<file path="src/rtl/shadow_reg_ctrl.sv">
// Two-phase shadowed control register: a value commits only after two identical
// consecutive writes, and the committed copy is guarded by an inverted shadow.
module shadow_reg_ctrl #(
    parameter int            DW     = 5,
    parameter logic [DW-1:0] RESVAL = 5'b11000
) (
    input  logic          clk_i,
    input  logic          rst_ni,
    input  logic          we_i,
    input  logic [DW-1:0] wd_i,
    input  logic          re_i,
    output logic [DW-1:0] q_o,
    output logic          qe_o,
    output logic          phase_o,
    output logic          err_update_o,
    output logic          err_storage_o
);

    typedef enum logic {
        IDLE   = 1'b0,
        STAGED = 1'b1
    } state_t;

    state_t        state_q, state_d;
    logic [DW-1:0] staged_q, staged_d;
    logic [DW-1:0] committed_q;
    logic [DW-1:0] shadow_q;
    logic          qe_q;
    logic          err_update_q;
    logic          err_storage_q;
    logic          commit;
    logic          mismatch;
    logic          storage_bad;

    always_ff @(posedge clk_i or negedge rst_ni) begin
        if (!rst_ni) begin
            state_q <= IDLE;
        end else begin
            state_q <= state_d;
        end
    end

    // A write while STAGED always ends the sequence; only a matching one may
    // commit, and never once the storage copies have been found inconsistent.
    always_comb begin
        state_d  = state_q;
        staged_d = staged_q;
        commit   = 1'b0;
        mismatch = 1'b0;
        case (state_q)
            IDLE: begin
                if (we_i) begin
                    staged_d = wd_i;
                    state_d  = STAGED;
                end
            end
            STAGED: begin
                if (we_i) begin
                    state_d = IDLE;
                    if (wd_i == staged_q) begin
                        commit = ~err_storage_q;
                    end else begin
                        mismatch = 1'b1;
                    end
                end else if (re_i) begin
                    state_d = IDLE;
                end
            end
            default: begin
                state_d = IDLE;
            end
        endcase
    end

    assign storage_bad = (committed_q != ~shadow_q);

    always_ff @(posedge clk_i or negedge rst_ni) begin
        if (!rst_ni) begin
            staged_q      <= RESVAL;
            committed_q   <= RESVAL;
            shadow_q      <= ~RESVAL;
            qe_q          <= 1'b0;
            err_update_q  <= 1'b0;
            err_storage_q <= 1'b0;
        end else begin
            staged_q      <= staged_d;
            qe_q          <= commit;
            err_update_q  <= mismatch;
            err_storage_q <= err_storage_q | storage_bad;
            if (commit) begin
                committed_q <= wd_i;
                shadow_q    <= ~wd_i;
            end
        end
    end

    assign q_o           = committed_q;
    assign qe_o          = qe_q;
    assign phase_o       = (state_q == STAGED);
    assign err_update_o  = err_update_q;
    assign err_storage_o = err_storage_q;

endmodule

</file>
<file path="config.mk">
export PLATFORM = sky130hd
export DESIGN_NAME = shadow_reg_ctrl
export DESIGN_NICKNAME = d
export VERILOG_FILES = /design/src/rtl/shadow_reg_ctrl.sv
export SDC_FILE = /design/constraint.sdc
export NUM_CORES = 1
export LEC_CHECK = 0
export ABC_CLOCK_PERIOD_IN_PS = 2100
export BUFFER_PORTS_ARGS = -buffer_cell sky130_fd_sc_hd__clkbuf_2
export CORE_MARGIN = 1
export CORE_UTILIZATION = 52
export DETAILED_ROUTE_END_ITERATION = 16
export PLACE_DENSITY = 0.78
export SLEW_MARGIN = 40
export SYNTH_ARGS = -nofsm -noshare
export SYNTH_HDL_FRONTEND = slang
export SYNTH_SLANG_ARGS = --single-unit
</file>
<file path="constraint.sdc">
create_clock -name clk_i -period 2.1 [get_ports clk_i]
set_input_delay 0.105 -clock clk_i [delete_from_list [all_inputs] [get_ports clk_i]]
set_output_delay 0.105 -clock clk_i [all_outputs]
set_load 0.005 [all_outputs]
</file>
==> impl_metrics.yaml <==
synth:
  synth_edf_count: 0
  avgSynthCellArea_um2: 13.2
  async_flop_share: 1.00
  synth_cell_types: 26
  synth_area_leaders: "dfrtp_1 34%, dfstp_2 21%, mux2_4 6.8%"
  syn-cell-area_um2: 886
  synth_top_area_frac: 0.339
  yosysTopAreaCell: "dfrtp_1"
  synth-main-ff-cell: "dfrtp_1"
  yosysMostFrequentCell: "dfrtp_1"
  syn_inst: 67
  synth_seq_area_share: 0.547
  synth_fp_nets: 76
  ys_seq_elements: 19
  synth_commonest_cells: "12 x dfrtp_1, 7 x dfstp_2, 5 x inv_1, 5 x xnor2_1"
  synth_warnings: 0
drt:
  wl_per_cell_um: 13.4
  vias: 558
  vias_per_cell: 5.31
  drt_iter0_markers: 10
  route.detailed.drc: 0
  routed_wl_mm: 1.40
  dr.pass1.iters: 4
  ant_nets: 0
floorplan:
  core_area_um2: 1540
  start_util: 0.575
  die_area_um2: 1870
  die_h_um: 43.3
  die_w_um: 43.3
  num_rows: 14
  num_io_pins: 18
worst_hold_path:
  hold_depth: 2
  hold_path_class: "primary input to register"
grt:
  grt_pass1_vias: 588
  grt_overflow: 0
  grt_use_total: 0.181
  grt_pass1_wl_mm: 2.46
  grt_antenna_before_repair: 0
  grt_max_degree: 20
layout:
  syn_to_final_growth_pct: 17.1
  drive_gt1_frac: 0.438
  diodes: 0
  n_fill_cell: 118
  nNetsFinal: 99
timing:
  worst_hold_slack_ps: 13.7
  setup_violations: 0
  layout_setup_ws_ps: 265
  hold_violations: 0
  fin_crit_sh: 0.874
  drv_slew: 0
  min_period_ps: 1840
  fin_skew_ps: 8.94
  slew_headroom: 0.697
  fmax_mhz: 545
  rsz0062_at_grt: "no"
  fin_setup_tns_ps: 0
  tightest_slew_ps: 454
cts:
  clk_pin_slew_worst_paths_ps: 100
  tritoncts: "yes"
  cts_buffers: 3
  cts.sinks: 19
  h-tree-depth: 1
  cts-root-buf: "clkbuf_4"
  clock_path_buffers: 2
  clock_latency_ps: 290
critical_path:
  r2r_cells: 4
  critPathKind: "register to register"
  worstPathRequired_ps: 2280
  end_kind: "register"
  crit_arrival_ps: 2020
  path_max_fanout: 9
  worst_setup_path_start_kind: "register"
placed_design:
  hpwl_mm: 1.02
  io_buffers: 17
  dpl_worst_slack_ps: 137
  routabilityCongestion: 0.799
power:
  power_density_nw_per_um2: 656
  power_leakage_nw: 0.538
  ir_worst_vdd_mv: 0.450
run:
  cap_violations: 0
status:
  outcome: "completed"
-- layout by cell type, fill, tap and decap left out, types with 2 or more instances in the layout --
cell,Yosys,layout
nand2b_1,2,2
mux2i_1,4,4
inv_1,5,5
clkbuf_4,0,3
xor2_1,4,4
mux2_4,4,4
nand4_1,2,2
mux2_2,4,4
dfstp_2,7,7
a21oi_1,2,2
xnor2_1,5,5
clkbuf_2,0,17
dlygate4sd3_1,0,3
dfrtp_1,12,12
-- flip-flops by register name, summed over array words and instances (netlist names) --
| register | count |
|---|---|
| staged_q | 5 |
| err_storage_o | 1 |
| qe_o | 1 |
| q_o | 5 |
| err_update_o | 1 |
| phase_o | 1 |
| shadow_q | 5 |
-- power breakdown --
part | leakage [nW] | switching (mW) | internal (mW)
clock | 0.0150 | 0.105 | 0.0739
sequential | 0.216 | 0.0189 | 0.394
combinational | 0.307 | 0.0420 | 0.0475
-- area by class of cell --
cell class / instances / area [um^2] / area share
Sequential cell: 19 / 484 / 0.467
Tap cell: 16 / 20.0 / 0.0193
Timing Repair Buffer: 20 / 115 / 0.111
Inverter: 6 / 22.5 / 0.0217
Multi-Input combinational cell: 40 / 369 / 0.356
Clock buffer: 4 / 26.3 / 0.0253
-- worst max-delay path, stage by stage, from the launching register on --
cell and delay (ps):
dfstp_2 550, xnor2_1 130, nand4_1 190, or3_4 520
mux2_4 330
-- final timing paths --
kind | start | to | slack, ps
worst max-delay path | staged_q[3] | q_o[2] | 260
worst min-delay path | wd_i[1] | shadow_q[1] | 10
worst max register to register | staged_q[3] | q_o[2] | 260
worst min register to register | shadow_q[2] | shadow_q[2] | 480
max in group asynchronous | rst_ni | q_o[4] | 1460
min in group asynchronous | rst_ni | err_storage_o | 290
-- logic make-up after synthesis --
| group | after synthesis | share of synthesized area |
|---|---|---|
| flops | 19 | 0.547 |
| mux | 13 | 0.177 |
| xor+xnor | 10 | 0.107 |
| simple gates | 10 | 0.0720 |
| buf+inv | 8 | 0.0424 |
| compound gates | 7 | 0.0551 |
-- metrics by stage --
stage / power, mW / area (um^2) / utilization / cells
global route: 0.711 / 1040 / 0.673 / 105
floorplan: 0.470 / 886 / - / 67
CTS: 0.689 / 1030 / 0.670 / 105
finish: 0.681 / 1040 / 0.673 / 105
global placement: 0.501 / 976 / 0.633 / 98
detailed placement: 0.504 / 976 / 0.633 / 98
-- layer usage --
layer  GRT usage  vias up  wire length, um  share of wire
met1       0.232      266              688           0.49
met2       0.296       16              651           0.46
li1            -      274                -              -
met3      0.0255        2               46          0.033
met4      0.0909        0               17          0.012
met5           0        -                0              0
-- repair_timing --
| action | 4_1_cts | 5_1_grt |
|---|---|---|
| hold endpoints to repair | 14 | 0 |
| hold buffers | 3 | 0 |
| endpoints found under the setup margin | 0 | 2 |
| buffers inserted | 0 | 0 |
| resized for setup | 0 | 1 |
No activity file was read; power rests on OpenSTA's default activity.
